[config.mk]
export PLATFORM = sky130hd
export DESIGN_NAME = fetch_byte_seq_flat
export DESIGN_NICKNAME = d
export VERILOG_FILES = /design/src/rtl/fetch_byte_seq_if.sv /design/src/rtl/fetch_byte_seq.sv /design/src/flat_wrapper.sv
export SDC_FILE = /design/constraint.sdc
export NUM_CORES = 1
export LEC_CHECK = 0
export BUFFER_PORTS_ARGS = -buffer_cell sky130_fd_sc_hd__buf_2
export CAP_MARGIN = 20
export CORE_ASPECT_RATIO = 0.7
export CORE_MARGIN = 2
export CORE_UTILIZATION = 45
export DETAILED_ROUTE_END_ITERATION = 10
export PLACE_DENSITY = 0.69
export REMOVE_ABC_BUFFERS = 1
export SYNTH_ARGS = -nofsm -noshare
export SYNTH_HDL_FRONTEND = slang
export SYNTH_SLANG_ARGS = --single-unit
export TNS_END_PERCENT = 20
[constraint.sdc]
create_clock -name clk -period 2.35 [get_ports clk]
set_input_delay 0.235 -clock clk [delete_from_list [all_inputs] [get_ports clk]]
set_output_delay 0.235 -clock clk [all_outputs]
set_load 0.1 [all_outputs]
[src/rtl/fetch_byte_seq_if.sv]
// Request / memory / instruction signal bundle for the byte-serial fetch sequencer.
// The slave modport is the sequencer; master is the fetch, ROM and consumer side.
interface fetch_byte_seq_if #(
  parameter int ADDRESS_WIDTH = 16,
  parameter int DATA_WIDTH    = 32
);
  logic                     req;
  logic [ADDRESS_WIDTH-1:0] req_addr;
  logic                     req_ready;
  logic [ADDRESS_WIDTH-1:0] mem_addr;
  logic [7:0]               mem_byte;
  logic [DATA_WIDTH-1:0]    instr;
  logic                     instr_valid;
  logic                     instr_ready;
  logic                     misaligned;
  logic                     flush;

  modport master (
    output req, req_addr, mem_byte, instr_ready, flush,
    input  req_ready, mem_addr, instr, instr_valid, misaligned
  );

  modport slave (
    input  req, req_addr, mem_byte, instr_ready, flush,
    output req_ready, mem_addr, instr, instr_valid, misaligned
  );
endinterface

[src/rtl/fetch_byte_seq.sv]
// Fetches four consecutive bytes from a combinational byte ROM, one per cycle,
// and presents them as one little-endian instruction with valid/ready handshake.
module fetch_byte_seq #(
  parameter int ADDRESS_WIDTH = 16,
  parameter int DATA_WIDTH    = 32
) (
  input  logic             clk,
  input  logic             rst,
  fetch_byte_seq_if.slave  bus
);
  localparam logic [1:0] IDLE = 2'd0;
  localparam logic [1:0] READ = 2'd1;
  localparam logic [1:0] HOLD = 2'd2;

  logic [1:0]               state_q, state_d;
  logic [1:0]               idx_q, idx_d;
  logic [ADDRESS_WIDTH-1:0] base_q, base_d;
  logic [ADDRESS_WIDTH-1:0] maddr_q, maddr_d;
  logic [ADDRESS_WIDTH-1:0] cur_addr;
  logic [DATA_WIDTH-1:0]    instr_q, instr_d;
  logic                     valid_q, valid_d;
  logic                     mis_q, mis_d;
  logic                     accept;

  assign cur_addr      = base_q + ADDRESS_WIDTH'(idx_q);
  assign bus.req_ready = !bus.flush &&
                         (state_q == IDLE || (state_q == HOLD && bus.instr_ready));
  assign accept        = bus.req && bus.req_ready;

  // Outside READ the address output parks on the last byte actually read.
  assign bus.mem_addr    = (state_q == READ) ? cur_addr : maddr_q;
  assign bus.instr       = instr_q;
  assign bus.instr_valid = valid_q;
  assign bus.misaligned  = mis_q;

  always_comb begin
    state_d = state_q;
    idx_d   = idx_q;
    base_d  = base_q;
    maddr_d = maddr_q;
    instr_d = instr_q;
    valid_d = valid_q;
    mis_d   = mis_q;

    if (state_q == READ) maddr_d = cur_addr;

    if (bus.flush) begin
      state_d = IDLE;
      idx_d   = 2'd0;
      valid_d = 1'b0;
    end else if (accept) begin
      // Covers both a fresh request in IDLE and a refill on the HOLD handshake.
      state_d = READ;
      idx_d   = 2'd0;
      base_d  = bus.req_addr;
      mis_d   = (bus.req_addr[1:0] != 2'b00);
      valid_d = 1'b0;
    end else begin
      case (state_q)
        READ: begin
          case (idx_q)
            2'd0:    instr_d[7:0]   = bus.mem_byte;
            2'd1:    instr_d[15:8]  = bus.mem_byte;
            2'd2:    instr_d[23:16] = bus.mem_byte;
            default: instr_d[31:24] = bus.mem_byte;
          endcase
          idx_d = idx_q + 2'd1;
          if (idx_q == 2'd3) begin
            state_d = HOLD;
            valid_d = 1'b1;
          end
        end
        HOLD: begin
          if (bus.instr_ready) begin
            state_d = IDLE;
            valid_d = 1'b0;
          end
        end
        default: ;
      endcase
    end
  end

  always_ff @(posedge clk) begin
    if (rst) begin
      state_q <= IDLE;
      idx_q   <= 2'd0;
      base_q  <= '0;
      maddr_q <= '0;
      instr_q <= '0;
      valid_q <= 1'b0;
      mis_q   <= 1'b0;
    end else begin
      state_q <= state_d;
      idx_q   <= idx_d;
      base_q  <= base_d;
      maddr_q <= maddr_d;
      instr_q <= instr_d;
      valid_q <= valid_d;
      mis_q   <= mis_d;
    end
  end
endmodule
[src/flat_wrapper.sv]
// flat-port wrapper written by rule: the top's interface ports become plain ports
module fetch_byte_seq_flat 
#(
  parameter int ADDRESS_WIDTH = 16,
  parameter int DATA_WIDTH    = 32
)
  (clk, rst, bus_req, bus_req_addr, bus_mem_byte, bus_instr_ready, bus_flush, bus_req_ready, bus_mem_addr, bus_instr, bus_instr_valid, bus_misaligned);
  fetch_byte_seq_if #(.ADDRESS_WIDTH(ADDRESS_WIDTH), .DATA_WIDTH(DATA_WIDTH)) bus_i ();
  input  logic clk;
  input  logic rst;
  input wire logic [$bits(bus_i.req)-1:0] bus_req;
  input wire logic [$bits(bus_i.req_addr)-1:0] bus_req_addr;
  input wire logic [$bits(bus_i.mem_byte)-1:0] bus_mem_byte;
  input wire logic [$bits(bus_i.instr_ready)-1:0] bus_instr_ready;
  input wire logic [$bits(bus_i.flush)-1:0] bus_flush;
  output wire logic [$bits(bus_i.req_ready)-1:0] bus_req_ready;
  output wire logic [$bits(bus_i.mem_addr)-1:0] bus_mem_addr;
  output wire logic [$bits(bus_i.instr)-1:0] bus_instr;
  output wire logic [$bits(bus_i.instr_valid)-1:0] bus_instr_valid;
  output wire logic [$bits(bus_i.misaligned)-1:0] bus_misaligned;
  assign bus_i.req = bus_req;
  assign bus_i.req_addr = bus_req_addr;
  assign bus_i.mem_byte = bus_mem_byte;
  assign bus_i.instr_ready = bus_instr_ready;
  assign bus_i.flush = bus_flush;
  assign bus_req_ready = bus_i.req_ready;
  assign bus_mem_addr = bus_i.mem_addr;
  assign bus_instr = bus_i.instr;
  assign bus_instr_valid = bus_i.instr_valid;
  assign bus_misaligned = bus_i.misaligned;
  fetch_byte_seq #(.ADDRESS_WIDTH(ADDRESS_WIDTH), .DATA_WIDTH(DATA_WIDTH)) u_core (.clk(clk), .rst(rst), .bus(bus_i));
endmodule
==> results.yml <==
global_routing:
  antenna_found_initial: 0
  grt_pass1_wl_um: 11600
  grt_pass1_vias: 2435
  grt_max_degree: 44
  overflow: 0
  grt_use_total: 0.204
yosys:
  synthFlopType: "dfxtp_1"
  async_reset_ff_frac: 0
  ys_top_cells_by_count: "69 x dfxtp_1, 68 x nor2_1, 51 x mux2i_1"
  synth_warnings: 0
  syn_inst: 313
  synth_area_leaders: "dfxtp_1 46%, mux2i_1 17%, nor2_1 8.4%, ha_1 4.1%, a211oi_1 2.2%"
  synth_top_area_frac: 0.457
  syn_area_um2: 3030
  synth_seq_cells: 69
  synth.avg_cell_area_um2: 9.67
  ys_seq_area_frac: 0.457
  synthDistinctLibCells: 38
  synth_most_common_cell: "dfxtp_1"
  synth-edff-count: 0
  synth_top_area_cell: "dfxtp_1"
power_and_ir_drop:
  ir_drop_mv: 0.379
  power_density_nw_per_um2: 594
  leakagePower_nw: 2.01
timing:
  setup_ws_ns: -0.126
  slew_headroom: 0.532
  rsz0062_at_grt: "true"
  period_needed_ns: 2.48
  tightest_slew_ns: 0.700
  finClkSkew_ns: 0.00925
  fin_crit_sh: 1.05
  slew_viol_final: 0
  setup_viol: 7
  hold_violations: 0
  fmax_ghz: 0.404
  fin_hold_ws_ns: 0.130
die:
  dieHeight_um: 72.6
  dieArea_um2: 7410
  core-area_um2: 6370
  core.rowCount: 24
  dieWidth_um: 102
  ios: 80
  initial_core_util: 0.475
clock_network:
  cts_buffers: 9
  insertion_delay_ns: 0.34
  cts_tree: "yes"
  root_buffer: "clkbuf_8"
  clockBufferDepth: 2
  postCtsHoldBufs: 0
  clk_pin_slew_worst_paths_ns: 0.07
  cts_max_level: 3
  clkSinkCount: 69
status:
  status: "finished, violations left"
  failed_checks: "setup timing"
setup_path:
  crit_path_max_fanout: 6
  path_cells: "ha_4, inv_2, fa_2, nand3b_4, buf_6, nor2_4, xnor2_2, a21oi_2, buf_12"
  reg2reg_slack_ns: 0.03
  cp-start-kind: "flop"
  crit_type: "flop to primary output"
  crit_slowest_cell: "dfxtp_2"
  cp_data_required_time_ns: 2.12
  crit_arrival_ns: 2.24
  crit_path_end_kind: "primary output"
  slowest_delay_ns: 0.36
finish:
  drive_gt1_frac: 0.361
  fin_util: 0.665
  fin_nets: 442
  nFillCells: 510
  num_antenna_cells: 0
  synthToLayoutAreaGrowth_pct: 40.0
  final_area_um2: 4240
placed_design:
  port_buffers: 79
  placedInstanceArea_um2: 3810
  hpwl_um: 4810
  globalplace.congestion: 0.735
  post-place-ws_ns: -0.0804
drt:
  final_antenna_net_count: 0
  drc_errors: 0
  vias: 2522
  wl_per_cell_um: 14.5
  routed_via_density: 5.06
  wirelength_um: 7210
  first_pass_iters: 5
  drt_iter0_drc: 84
min_path:
  hold_path.class: "input port to flop"
run:
  drv_cap: 0
power by group:
| part | switching [mW] | total [mW] | internal, mW |
|---|---|---|---|
| combinational | 0.295 | 0.451 | 0.156 |
| clock | 0.426 | 0.839 | 0.413 |
| sequential | 0.0272 | 1.23 | 1.20 |
what timing repair did:
item,CTS,global route
buffers inserted,5,1
resized for setup,29,15
endpoints found under the setup margin,9,17
pin swaps,15,2
gates cloned,0,0
layout by cell type, fill, tap and decap left out, drive strengths merged, types with 4 or more instances in the layout:
cell type / Yosys / layout
nor2: 68 / 68
xnor2: 7 / 7
mux2i: 51 / 51
a21oi: 11 / 11
a211oi: 9 / 9
inv: 10 / 10
buf: 5 / 94
nor2b: 5 / 5
dfxtp: 69 / 69
xor2: 4 / 4
o211ai: 5 / 5
nand2: 6 / 6
nand4: 4 / 4
clkbuf: 11 / 13
nor4: 6 / 6
ha: 10 / 10
nor3: 7 / 7
state kept, by name, summed over array words and instances, names as in the netlist:
name and cells:
u_core.bus.instr 32, u_core.idx_q 2, u_core.bus.misaligned 1, u_core.base_q 16
u_core.maddr_q 16, u_core.state_q 2
per-layer routing:
metal | wire (um) | up-vias | track usage
met5 | 0 | - | 0
met2 | 3290 | 64 | 0.306
met3 | 429 | 11 | 0.0795
li1 | - | 1263 | -
met1 | 3370 | 1184 | 0.269
met4 | 125 | 0 | 0.0681
logic make-up after synthesis:
kind of cell,Yosys count,synth area share
AND/OR/NAND/NOR,109,0.172
multiplexers,53,0.176
buffers and inverters,27,0.0360
adder cells (fa/ha/maj),11,0.0480
AO/OA/AOI/OAI,33,0.0790
XOR/XNOR,11,0.0318
flip-flops,69,0.457
final cells by class:
cell class	instances	area (um2)	share of cell area
clock inverter	3	21.3	0.00502
sequential	69	1390	0.327
timing repair buffer	94	792	0.187
multi-input combinational	217	1730	0.409
clock buffer	13	149	0.0352
inverter	11	41.3	0.00975
tap	91	114	0.0269
path summary, 6_finish.rpt:
path / start / to / depth (start not counted)
worst max-delay path: u_core.base_q[0] / bus_mem_addr[6] / 9
worst min-delay path: bus_req_addr[13] / u_core.base_q[13] / 3
worst max register to register: u_core.base_q[0] / u_core.maddr_q[6] / 13
worst min register to register: u_core.bus.instr[11] / u_core.bus.instr[11] / 2
through the flow:
step / instances / total power, mW / setup TNS (ns)
4_1_cts: 497 / 2.53 / -0.379
3_5_place_dp: 476 / 1.67 / -0.120
3_3_place_gp: 476 / 1.67 / -0.0226
2_1_floorplan: 297 / 1.50 / -50.38
5_1_grt: 498 / 2.62 / -1.25
6_report: 498 / 2.52 / -0.531
worst max-delay path: cells and delay by family, from the launching register on:
| kind | cells | cell delay (ns) |
|---|---|---|
| buffers and inverters | 3 | 0.41 |
| xor gates and xnor gates | 1 | 0.10 |
| adders and majority gates | 2 | 0.47 |
| and+or+nand+nor | 2 | 0.37 |
| AOI/OAI and AO/OA | 1 | 0.18 |
| DFF | 1 | 0.36 |
Note: power is estimated with default switching activity, not from simulation.
